File: config.mk
export PLATFORM = sky130hd
export DESIGN_NAME = perceptron_trainer
export DESIGN_NICKNAME = d
export VERILOG_FILES = /design/src/rtl/perceptron_pkg.sv /design/src/rtl/perceptron_sat_step.sv /design/src/rtl/perceptron_trainer.sv
export SDC_FILE = /design/constraint.sdc
export NUM_CORES = 1
export LEC_CHECK = 0
export BUFFER_PORTS_ARGS = -buffer_cell sky130_fd_sc_hd__buf_2
export CAP_MARGIN = 40
export CORE_MARGIN = 4
export CORE_UTILIZATION = 50
export DETAILED_ROUTE_END_ITERATION = 7
export PLACE_DENSITY = 0.76
export SLEW_MARGIN = 15
export SYNTH_ARGS = -nofsm -noshare
export SYNTH_HDL_FRONTEND = slang
export SYNTH_SLANG_ARGS = --single-unit
File: constraint.sdc
create_clock -name clk -period 3.7 [get_ports clk]
set_clock_uncertainty 0.15 [all_clocks]
set_input_delay 0.185 -clock clk [delete_from_list [all_inputs] [get_ports clk]]
set_output_delay 0.185 -clock clk [all_outputs]
set_load 0.05 [all_outputs]
File: src/rtl/perceptron_pkg.sv
// Shared definitions for the perceptron predictor training path:
// row layout defaults, training threshold, FSM states and row slice helpers.
package perceptron_pkg;

    localparam int unsigned HISTORY_DEF     = 8;
    localparam int unsigned WIDTH_WORD_DEF  = 8;
    localparam int unsigned BIAS_DEF        = 8;
    localparam int unsigned INDEX_WIDTH_DEF = 6;
    localparam int unsigned WEIGTH_DEF      = HISTORY_DEF * WIDTH_WORD_DEF + BIAS_DEF;
    localparam int unsigned SUM_WIDTH_DEF   = WIDTH_WORD_DEF + HISTORY_DEF + 1;

    // Training threshold floor(1.93*history + 14), kept in integer arithmetic.
    function automatic int unsigned theta_for(input int unsigned history);
        return (193 * history) / 100 + 14;
    endfunction

    localparam int unsigned THETA_DEF = theta_for(HISTORY_DEF);

    typedef enum logic [2:0] {
        IDLE,
        READ,
        CALC,
        WRITE,
        DONE
    } state_t;

    typedef logic [WEIGTH_DEF-1:0] row_t;

    // History weight i of a packed row (default geometry).
    function automatic logic [WIDTH_WORD_DEF-1:0] row_word(input row_t row, input int unsigned i);
        return row[WIDTH_WORD_DEF*i +: WIDTH_WORD_DEF];
    endfunction

    // Bias weight of a packed row (default geometry), held in the top bits.
    function automatic logic [BIAS_DEF-1:0] row_bias(input row_t row);
        return row[WEIGTH_DEF-1 -: BIAS_DEF];
    endfunction

endpackage

File: src/rtl/perceptron_sat_step.sv
// Two's complement +1/-1 step that sticks at the most positive / most negative value.
module perceptron_sat_step #(
    parameter int unsigned WIDTH = 8
) (
    input  logic [WIDTH-1:0] value,
    input  logic             inc,
    output logic [WIDTH-1:0] result
);

    localparam logic [WIDTH-1:0] MAX_VAL = {1'b0, {(WIDTH-1){1'b1}}};
    localparam logic [WIDTH-1:0] MIN_VAL = {1'b1, {(WIDTH-1){1'b0}}};

    // Step toward the requested direction unless already at that bound.
    always_comb begin
        result = value;
        if (inc) begin
            if (value != MAX_VAL) result = value + WIDTH'(1);
        end else begin
            if (value != MIN_VAL) result = value - WIDTH'(1);
        end
    end

endmodule

File: src/rtl/perceptron_trainer.sv
// Perceptron predictor training side: accepts resolved branches, keeps the
// global history, and read-modify-writes weight rows with the saturating
// perceptron learning rule when the prediction was wrong or weak.
module perceptron_trainer
    import perceptron_pkg::*;
#(
    parameter int unsigned HISTORY     = HISTORY_DEF,
    parameter int unsigned WIDTH_WORD  = WIDTH_WORD_DEF,
    parameter int unsigned BIAS        = BIAS_DEF,
    parameter int unsigned INDEX_WIDTH = INDEX_WIDTH_DEF,
    parameter int unsigned THETA       = theta_for(HISTORY),
    parameter int unsigned WEIGTH      = HISTORY * WIDTH_WORD + BIAS,
    parameter int unsigned SUM_WIDTH   = WIDTH_WORD + HISTORY + 1
) (
    input  logic                   clk,
    input  logic                   reset,
    input  logic                   upd_valid,
    output logic                   upd_ready,
    input  logic [INDEX_WIDTH-1:0] upd_index,
    input  logic                   upd_taken,
    input  logic                   upd_predicted,
    input  logic [SUM_WIDTH-1:0]   upd_sum,
    input  logic [HISTORY-1:0]     upd_history,
    output logic                   tbl_rd_en,
    output logic [INDEX_WIDTH-1:0] tbl_rd_addr,
    input  logic [WEIGTH-1:0]      tbl_rd_data,
    output logic                   tbl_wr_en,
    output logic [INDEX_WIDTH-1:0] tbl_wr_addr,
    output logic [WEIGTH-1:0]      tbl_wr_data,
    output logic [HISTORY-1:0]     global_history_reg,
    output logic                   upd_done,
    output logic [15:0]            train_count,
    output logic [15:0]            mispredict_count
);

    state_t                 state, state_next;
    logic [INDEX_WIDTH-1:0] idx_q;
    logic                   taken_q;
    logic [HISTORY-1:0]     hist_q;
    logic [WEIGTH-1:0]      row_q;
    logic [WEIGTH-1:0]      row_calc;
    logic                   accept;
    logic                   mispredict;
    logic                   train;
    logic [SUM_WIDTH:0]     sum_ext;
    logic [SUM_WIDTH:0]     abs_sum;

    assign upd_ready  = (state == IDLE) || (state == DONE);
    assign accept     = upd_valid && upd_ready && !reset;
    assign mispredict = upd_taken != upd_predicted;

    // One extra bit so the most negative sum has a representable magnitude.
    assign sum_ext = {upd_sum[SUM_WIDTH-1], upd_sum};
    assign abs_sum = sum_ext[SUM_WIDTH] ? -sum_ext : sum_ext;
    assign train   = mispredict || (abs_sum <= (SUM_WIDTH+1)'(THETA));

    assign tbl_rd_addr = idx_q;
    assign tbl_wr_addr = idx_q;
    assign tbl_wr_data = row_q;

    // FSM state register.
    always_ff @(posedge clk) begin
        if (reset) state <= IDLE;
        else       state <= state_next;
    end

    // Next state and strobes; reset masks strobes in the same cycle so a pending write is dropped.
    always_comb begin
        state_next = state;
        tbl_rd_en  = 1'b0;
        tbl_wr_en  = 1'b0;
        upd_done   = 1'b0;
        unique case (state)
            IDLE, DONE: begin
                upd_done = (state == DONE) && !reset;
                if (accept)             state_next = train ? READ : DONE;
                else if (state == DONE) state_next = IDLE;
            end
            READ: begin
                tbl_rd_en  = !reset;
                state_next = CALC;
            end
            CALC: state_next = WRITE;
            WRITE: begin
                tbl_wr_en  = !reset;
                upd_done   = !reset;
                state_next = IDLE;
            end
            default: state_next = IDLE;
        endcase
    end

    // Record fields captured on accept.
    always_ff @(posedge clk) begin
        if (reset) begin
            idx_q   <= '0;
            taken_q <= 1'b0;
            hist_q  <= '0;
        end else if (accept) begin
            idx_q   <= upd_index;
            taken_q <= upd_taken;
            hist_q  <= upd_history;
        end
    end

    // Global history shift and saturating mispredict counter, both on accept.
    always_ff @(posedge clk) begin
        if (reset) begin
            global_history_reg <= '0;
            mispredict_count   <= '0;
        end else if (accept) begin
            global_history_reg <= {global_history_reg[HISTORY-2:0], upd_taken};
            if (mispredict && (mispredict_count != '1))
                mispredict_count <= mispredict_count + 16'd1;
        end
    end

    // Capture the updated row and count the training event in CALC.
    always_ff @(posedge clk) begin
        if (reset) begin
            row_q       <= '0;
            train_count <= '0;
        end else if (state == CALC) begin
            row_q <= row_calc;
            if (train_count != '1) train_count <= train_count + 16'd1;
        end
    end

    // Per-word step: +1 when the outcome agrees with that history bit.
    for (genvar i = 0; i < HISTORY; i++) begin : g_word
        perceptron_sat_step #(.WIDTH(WIDTH_WORD)) u_step (
            .value  (tbl_rd_data[WIDTH_WORD*i +: WIDTH_WORD]),
            .inc    (taken_q ~^ hist_q[i]),
            .result (row_calc[WIDTH_WORD*i +: WIDTH_WORD])
        );
    end

    perceptron_sat_step #(.WIDTH(BIAS)) u_bias_step (
        .value  (tbl_rd_data[WEIGTH-1 -: BIAS]),
        .inc    (taken_q),
        .result (row_calc[WEIGTH-1 -: BIAS])
    );

endmodule
==> metrics.yaml <==
clock_network:
  cts-resized-gates: 0
  clk_latency_ns: 0.41
  postCtsHoldBufs: 21
  cts_buffer_depth: 2
  cts_buffers: 17
  htree_levels: 4
  postCtsSetupBuffers: 0
  clk_transition_reported_paths_ns: 0.06
  clock_tree.root_cell: "clkbuf_16"
  cts_tree: "done"
  clock-sinks: 129
timing:
  finalHoldViolations: 0
  rsz0062_at_grt: "no"
  fin_setup_tns_ns: 0
  period_share: 0.697
  fmax_ghz: 0.388
  setup_viol_count_final: 0
  slew_viol_final: 0
  slew_headroom: 0.436
  worstMarginPinSlew_ns: 0.840
  min_period_ns: 2.58
global_routing:
  grt_usage: 0.254
  grt_first_pass_wirelength_mm: 42.6
  grt.overflow.total: 0
  antenna_found_initial: 1
  grt_pass1_vias: 8670
  grt_max_degree: 67
cells_and_area:
  fin_nets: 1521
  area_delta_synth_final_pct: 22.4
  largest_reg_flops: 72
  drive_above_1_share: 0.218
  fin_util: 0.626
drt:
  wl_mm: 25.7
  drc: 0
  dr_wl_met2_mm: 12.0
  detail-route-antenna-nets: 0
  routed-wl-met3_mm: 2.06
  viasPerCell: 5.77
  dr.max_layer_used: "met5"
  wl_met1_mm: 11.3
  dr.pass1.iters: 6
  wire_per_inst_um: 15.9
  drt_iter0_drc: 645
  route.vias.total: 9340
synth:
  synth.distinct_cells: 78
  synth_edf_count: 0
  ys_async_sr_fraction: 0
  synth_flop_cell: "dfxtp_1"
  yosysSeqAreaShare: 0.291
  syn_nets: 1314
  syn_inst: 1176
  ys_seq_elements: 129
  syn_area_um2: 8880
  ys.warnings.count: 0
  avgSynthCellArea_um2: 7.55
floorplanning:
  pin_count: 236
  coreArea_um2: 17400
  die_width_um: 141
  rows: 48
  die_h_um: 141
  dieArea_um2: 19900
  initial_core_util: 0.511
worst_hold_path:
  hold_start: "tbl_rd_data[13]"
  hold_class: "input port to register"
  hold_end: "tbl_wr_data[13]$_SDFFE_PP0P_"
  min_path_cells: 4
setup_path:
  reg2regPathDepth: 5
  crit_arrival_ns: 2.74
  crit_fanout: 30
  cp.required_ns: 3.86
  rr_endpoint: "tbl_wr_data[45]$_SDFFE_PP0P_"
  r2r_setup_slack_ns: 1.12
  start_kind: "register"
  r2r_start: "global_history_reg[0]$_SDFFE_PP0P_"
  critPathCaptureType: "register"
  crit_type: "register to register"
  cp-startpoint: "global_history_reg[0]$_SDFFE_PP0P_"
flow_run:
  cap_viol_max_count: 0
status:
  status: "finished clean"
placed_design:
  dpl.hpwl_mm: 18.5
  portBuffers: 235
  gp_congestion: 0.895
pwr:
  powerDensity_nw_per_um2: 415
  vdd_drop_max_v: 0.000327
  leakagePower_uw: 0.00453
how the worst max path moves through the flow:
stage	to	slack, ns	cells past startpoint
finish	tbl_wr_data[45]$_SDFFE_PP0P_	1.12	5
global route	tbl_wr_data[18]$_SDFFE_PP0P_	0.78	6
CTS	tbl_wr_data[60]$_SDFFE_PP0P_	1.12	6
detailed placement	tbl_wr_data[60]$_SDFFE_PP0P_	1.13	6
global placement	tbl_wr_data[51]$_SDFFE_PP0P_	1.19	6
floorplan	tbl_rd_en	1.22	2
per-stage QoR:
step	total power (µW)	worst slack, ns	cell area [µm²]	hold WS [ns]	std cells
2_1_floorplan	2530	1.22	8880	0.171	1176
3_3_place_gp	2870	1.19	10100	0.275	1567
3_5_place_dp	2890	1.13	10100	0.283	1568
4_1_cts	4540	1.12	10900	0.00535	1618
5_1_grt	4740	0.779	10900	0.0263	1618
6_report	4510	1.12	10900	0.0252	1619
layer usage:
| layer | track usage | vias up |
|---|---|---|
| met3 | 0.0641 | 29 |
| li1 | - | 4656 |
| met2 | 0.417 | 327 |
| met1 | 0.337 | 4326 |
| met4 | 0.0586 | 2 |
| met5 | 0 | - |
critical path, stage by stage, from the launching register on:
cell and delay (ns):
dfxtp_2 0.87, xnor2_1 0.41, a41oi_1 0.51, a32oi_1 0.11
o31a_1 0.14, a211oi_1 0.27
synth_stat cells, types with 5 or more instances:
library cell	n	area, µm²
a211oi_1	23	173
a21oi_1	72	360
a221oi_1	19	166
a311oi_1	8	70.1
a31oi_1	17	106
and3_1	16	100
and4_1	8	70.1
buf_2	11	55.1
buf_4	8	60.1
clkbuf_1	53	199
dfxtp_1	129	2580
ha_1	30	375
inv_1	38	143
mux2_2	5	56.3
mux2i_1	12	120
nand2_1	133	499
nand2b_1	10	62.6
nand3_1	36	180
nand3b_1	9	67.6
nand4_1	22	138
nor2_1	148	556
nor2b_1	10	62.6
nor3_1	67	335
nor4_1	13	81.3
o211ai_1	9	67.6
o21a_1	5	37.5
o21ai_0	48	240
o221ai_1	10	87.6
or3_1	12	75.1
or4_1	6	45.0
xnor2_1	57	499
xor2_1	44	385
power by group:
| part | leakage (µW) | switching [µW] | total, µW | internal, µW |
|---|---|---|---|---|
| sequential | 0.00105 | 80.9 | 1570 | 1490 |
| combinational | 0.00320 | 916 | 1320 | 399 |
| clock | 0.000281 | 600 | 1630 | 1030 |
cell usage in the layout (no fill, tap or decap), drive strengths merged, types with 19 or more instances in the layout:
cell,netlist,final
buf,23,243
nor2,149,149
nand2,133,133
dfxtp,129,129
a21oi,74,74
nor3,68,68
xnor2,58,58
o21ai,50,50
xor2,44,44
inv,38,38
nand3,36,36
ha,30,30
a211oi,23,23
nand4,22,22
clkbuf,53,22
dlygate4sd3,0,21
a221oi,19,19
logic make-up after synthesis:
family,synth area share
buffers and inverters,0.0540
and+or+nand+nor,0.292
xor gates and xnor gates,0.101
muxes,0.0199
adders and majority gates,0.0423
DFF,0.291
AOI/OAI and AO/OA,0.199
final cells by class:
class	instances	area (µm²)
Timing Repair Buffer	264	1470
Clock buffer	22	474
Fill cell	1580	6490
Tap cell	225	282
Inverter	38	143
Sequential cell	129	2580
Antenna cell	1	2.50
Clock inverter	7	85.1
Multi-Input combinational cell	933	5830
Note: power is estimated with default switching activity, not from simulation.
